[src/rtl/imm_ext_arbiter.sv]
// Round-robin arbiter sharing one SignExtender between decode (0) and branch-target (1).
// Decodes the LEGv8 opcode to the extender Ctrl and returns the registered extended immediate.
module imm_ext_arbiter #(
    parameter int unsigned IMM_W  = 26,
    parameter int unsigned DATA_W = 64
) (
    input  logic              CLK,
    input  logic              resetl,
    input  logic [1:0]        req_valid,
    input  logic [31:0]       req_instr0,
    input  logic [31:0]       req_instr1,
    output logic [1:0]        req_ready,
    output logic [IMM_W-1:0]  ext_imm,
    output logic [1:0]        ext_ctrl,
    input  logic [DATA_W-1:0] ext_busimm,
    output logic              rsp_valid,
    input  logic              rsp_ready,
    output logic              rsp_id,
    output logic [DATA_W-1:0] rsp_imm,
    output logic              rsp_err
);

    localparam int unsigned OP_W   = 11;
    localparam int unsigned OP_LSB = 21;

    typedef enum logic [1:0] {
        ST_IDLE = 2'd0,
        ST_EXT  = 2'd1,
        ST_RESP = 2'd2
    } state_e;

    state_e             state_q, state_d;
    logic               last_grant_q, last_grant_d;
    logic               id_q, id_d;
    logic               err_q, err_d;
    logic [IMM_W-1:0]   ext_imm_q, ext_imm_d;
    logic [1:0]         ext_ctrl_q, ext_ctrl_d;
    logic               rsp_valid_q, rsp_valid_d;
    logic               rsp_id_q, rsp_id_d;
    logic [DATA_W-1:0]  rsp_imm_q, rsp_imm_d;
    logic               rsp_err_q, rsp_err_d;

    logic               grant_id_c;
    logic [31:0]        sel_instr_c;
    logic [2:0]         dec_c;

    // Returns {err, ctrl}; earlier formats take priority.
    function automatic logic [2:0] decode_op(input logic [OP_W-1:0] op);
        logic [2:0] r;
        r = 3'b100;
        if (op[10:5] == 6'b000101) begin
            r = 3'b010;
        end else if (op[10:3] == 8'b10110100) begin
            r = 3'b011;
        end else if (op == 11'b11111000010 || op == 11'b11111000000) begin
            r = 3'b001;
        end else if (op[10:1] == 10'b1001000100 || op[10:1] == 10'b1101000100 ||
                     op[10:1] == 10'b1011001000 || op[10:1] == 10'b1001001000) begin
            r = 3'b000;
        end
        return r;
    endfunction

    always_comb begin
        grant_id_c = 1'b0;
        if (req_valid == 2'b11) begin
            grant_id_c = ~last_grant_q;
        end else if (req_valid[1]) begin
            grant_id_c = 1'b1;
        end
        sel_instr_c = grant_id_c ? req_instr1 : req_instr0;
        dec_c       = decode_op(sel_instr_c[OP_LSB +: OP_W]);
    end

    always_comb begin
        state_d      = state_q;
        last_grant_d = last_grant_q;
        id_d         = id_q;
        err_d        = err_q;
        ext_imm_d    = ext_imm_q;
        ext_ctrl_d   = ext_ctrl_q;
        rsp_valid_d  = rsp_valid_q;
        rsp_id_d     = rsp_id_q;
        rsp_imm_d    = rsp_imm_q;
        rsp_err_d    = rsp_err_q;
        req_ready    = 2'b00;

        case (state_q)
            ST_IDLE: begin
                if (|req_valid) begin
                    req_ready    = grant_id_c ? 2'b10 : 2'b01;
                    ext_imm_d    = sel_instr_c[IMM_W-1:0];
                    ext_ctrl_d   = dec_c[1:0];
                    err_d        = dec_c[2];
                    id_d         = grant_id_c;
                    last_grant_d = grant_id_c;
                    state_d      = ST_EXT;
                end
            end
            ST_EXT: begin
                // Extender inputs were loaded at grant, so BusImm is settled here.
                rsp_imm_d   = err_q ? '0 : ext_busimm;
                rsp_id_d    = id_q;
                rsp_err_d   = err_q;
                rsp_valid_d = 1'b1;
                state_d     = ST_RESP;
            end
            ST_RESP: begin
                if (rsp_ready) begin
                    rsp_valid_d = 1'b0;
                    state_d     = ST_IDLE;
                end
            end
            default: begin
                rsp_valid_d = 1'b0;
                state_d     = ST_IDLE;
            end
        endcase
    end

    always_ff @(posedge CLK) begin
        if (!resetl) begin
            state_q      <= ST_IDLE;
            last_grant_q <= 1'b1;
            id_q         <= 1'b0;
            err_q        <= 1'b0;
            ext_imm_q    <= '0;
            ext_ctrl_q   <= 2'b00;
            rsp_valid_q  <= 1'b0;
            rsp_id_q     <= 1'b0;
            rsp_imm_q    <= '0;
            rsp_err_q    <= 1'b0;
        end else begin
            state_q      <= state_d;
            last_grant_q <= last_grant_d;
            id_q         <= id_d;
            err_q        <= err_d;
            ext_imm_q    <= ext_imm_d;
            ext_ctrl_q   <= ext_ctrl_d;
            rsp_valid_q  <= rsp_valid_d;
            rsp_id_q     <= rsp_id_d;
            rsp_imm_q    <= rsp_imm_d;
            rsp_err_q    <= rsp_err_d;
        end
    end

    assign ext_imm   = ext_imm_q;
    assign ext_ctrl  = ext_ctrl_q;
    assign rsp_valid = rsp_valid_q;
    assign rsp_id    = rsp_id_q;
    assign rsp_imm   = rsp_imm_q;
    assign rsp_err   = rsp_err_q;

endmodule

[config.mk]
export PLATFORM = sky130hd
export DESIGN_NAME = imm_ext_arbiter
export DESIGN_NICKNAME = d
export VERILOG_FILES = /design/src/rtl/imm_ext_arbiter.sv
export SDC_FILE = /design/constraint.sdc
export NUM_CORES = 1
export LEC_CHECK = 0
export BUFFER_PORTS_ARGS = -buffer_cell sky130_fd_sc_hd__buf_2
export CORE_MARGIN = 5
export CORE_UTILIZATION = 45
export DETAILED_ROUTE_END_ITERATION = 16
export GPL_TIMING_DRIVEN = 0
export PLACE_DENSITY = 0.85
export SYNTH_ARGS = -nofsm -noshare
export SYNTH_HDL_FRONTEND = slang
export SYNTH_SLANG_ARGS = --single-unit
[constraint.sdc]
create_clock -name CLK -period 1.5 [get_ports CLK]
set_input_delay 0.225 -clock CLK [delete_from_list [all_inputs] [get_ports CLK]]
set_output_delay 0.225 -clock CLK [all_outputs]
set_load 0.005 [all_outputs]
==> impl_results.md <==
- Outcome: finished with violations
- Failing checks: negative setup slack
- Die area: 0.01184 mm2
- Synthesis-stage register bit count: 100
- Number of fillers in the final layout: 832
- Hold Slack: 0.1137 ns
- Post-CTS Hold Fix Bufs: 0
- Clock latency on the worst-skew pair: 0.36 ns
- Routed wire per std cell: 16.16 um
- Final RePlAce weighted congestion: 0.8888
- Hold Path Class: in -> reg
- Io pins: 230
- WL final: 14290 um
- Cell Pwr Density: 1024 mW/mm2
- Maximum clock frequency: 0.6420 GHz
- EDFF count, synth: 0
- Core box area: 0.009639 mm2
- Sequential share of the synthesized area: 0.4557
- Most common flop cell mapped by yosys: dfxtp_1
- Worst-margin pin slew: 0.6407 ns
- Final setup vio count: 2
- WP data required: 1.27 ns
- Global-route wire length before repair: 22380 um
- Pins Over Slew Limit: 0
- Asr flop ratio synth: 0
- Design Power: 6.312 mW
- Post-synthesis mux area share: 0
- Layout area overhead: 40.36%
- Setup_tns: -0.07362 ns
- CTS max path bufs: 2
- CP arrival: 1.33 ns
- Max-cap check violation count: 0
- DRT iter0 DRCs: 315
- Critical Path Source: last_grant_q
- Cells after Synth: 493
- Syn_area_per_cell: 8.911 um2
- Antenna violations before repair: 0
- CP Launch Type: register
- Initial Util: 0.4557
- Period utilization: 1.038
- Max transition margin: 0.5729
- Launching point of the worst reg2reg path: last_grant_q
- Final hold vios: 0
- Critical path type: reg -> out
- Vias in the first global route: 4612
- Top post-synthesis cells by area: dfxtp_1 (46%), a21boi_1 (13%), nand3b_1 (11%), nand2_1 (9.9%), o211a_1 (4.6%)
- Clk sinks: 100
- Largest family of logic cells by synthesized area: simple AND/OR/NAND/NOR gates
- CTS Root Cell: clkbuf_8
- Share of cells above drive strength 1: 0.3941
- RSZ-0062 raised after global routing: true
- Worst-path clk slew: 0.10 ns
- Fin nets: 879
- Peak VDD IR: 0.5748 mV
- Largest area contributor in the netlist: dfxtp_1
- CP Capture Type: primary output
- Fin crit period: 1.558 ns
- Worst hold start: ext_busimm[8]
- Overall routing resource usage: 0.2384
- PortBufs: 228
- Ant diodes: 0
- # rows: 36
- Worst Slack Setup Final: -0.05754 ns
- Drc violations: 0
- Flop2flop setup slack: 0.06 ns
- Area share of and/or/nand/nor cells after synthesis: 0.2743
- Synthesized cell area: 0.004393 mm2
- XOR/XNOR Fraction of Synth Area: 0
- Chip height: 108.8 um
- Synthesized net count: 626
- Initial DRT Pass Iterations: 5
- CTS tree: yes
- Clock skew: 0.009731 ns
- Crit path max fanout: 3
- Grt ovf: 0
- Detailed Place HPWL: 10800 um
- Vias per cell: 5.291
- Adder-Cell Fraction of Synth Area: 0
- Remaining antenna violation count: 0
- Synth top area share: 0.4557
- Fraction of the mapped netlist area in compound gates: 0.2210
- Synth unique cells: 35
- Chip Width: 108.8 um
- Static Leak: 2.967 nW
- Routed via count: 4677
- Synth Warn #: 0
- Inserted Clock Buffers: 9
- CTS HTree Levels: 3
- Largest net degree at the start of global routing: 17
metal layers:
metal | vias up | part of all wire | GRT usage
met4 | 0 | 0.026 | 0.09829
met3 | 36 | 0.10 | 0.06157
met2 | 246 | 0.49 | 0.4162
li1 | 2239 | - | -
met1 | 2156 | 0.38 | 0.2768
met5 | - | 0 | 0
cells in the mapped netlist, types with 2 or more instances:
library cell and number:
nor3_2 2, a21boi_1 75, nor4_1 2, a32oi_1 8, nand4_1 2, buf_2 13
clkbuf_1 23, and2_1 2, dfxtp_1 100, nor3b_1 5, nand3b_1 64, a21oi_1 4
nand3_1 21, nor2_1 6, nand4b_1 2, nor2b_1 2, nor4b_1 2, a211o_1 2
o2111ai_1 2, nand2_1 116, buf_4 7, o211a_1 20
report_power, final:
| group | internal [mW] | switching (mW) | total, mW |
|---|---|---|---|
| combinational | 0.718 | 0.712 | 1.43 |
| sequential | 2.86 | 0.122 | 2.98 |
| clock | 0.942 | 0.955 | 1.90 |
| total | 4.52 | 1.79 | 6.31 |
kinds of logic (layout without fill, tap and decap cells):
logic type / after synthesis / count (layout)
and+or+nand+nor: 229 / 229
buffers and inverters: 44 / 302
AOI/OAI and AO/OA: 120 / 120
DFF: 100 / 100
final cells by class:
cell class,count,area [um2],share of cell area
plain buffers,43,280.3,0.04545
multi-input cells,349,2232,0.3620
repair buffers,243,1260,0.2043
clock buffers,10,127.6,0.02070
well taps,133,166.4,0.02699
flip-flops and latches,100,2013,0.3265
clock inverters,6,86.33,0.01400
repair_timing:
| action | 4_1_cts | 5_1_grt |
|---|---|---|
| resized for setup | 21 | 21 |
| buffers inserted | 13 | 2 |
| setup endpoints to repair | 11 | 70 |
| pin swaps | 3 | 5 |
final timing paths:
kind,endpoint,depth (start not counted)
setup / recovery,req_ready[1],4
hold / removal,rsp_imm[8],3
setup reg to reg,ext_imm[6],7
hold reg to reg,rsp_imm[53],2
worst max-delay path, cell delays in order (launching register included):
cell     delay, ns
dfxtp_4       0.37
a21bo_4       0.23
nor3_4        0.14
buf_6         0.14
buf_6         0.09
per-stage QoR:
| step | utilization | instances | worst slack [ns] | cell area [um2] |
|---|---|---|---|---|
| 4_1_cts | 0.6315 | 883 | -0.05808 | 6087 |
| 3_3_place_gp | 0.5914 | 854 | -0.1631 | 5700 |
| 3_5_place_dp | 0.5914 | 854 | -0.1540 | 5700 |
| 2_1_floorplan | - | 493 | 0.2789 | 4393 |
| 6_report | 0.6397 | 884 | -0.05754 | 6166 |
| 5_1_grt | 0.6397 | 884 | -0.1222 | 6166 |
sequential cells by signal, indices dropped and copies added, names as in the netlist:
register      flops
id_q              1
last_grant_q      1
rsp_imm          64
ext_imm          26
rsp_valid         1
err_q             1
state_q           2
rsp_id            1
ext_ctrl          2
rsp_err           1
placed cells by master, fill, tap and decap left out, types with 7 or more instances in the layout:
master,count
buf_2,233
o211a_1,20
a32oi_1,7
nand3b_1,64
clkbuf_8,11
buf_6,8
a21boi_1,75
dfxtp_1,97
buf_4,17
nand3_1,20
nand2_1,116
clkbuf_1,20
No activity file was read; power rests on OpenSTA's default activity.
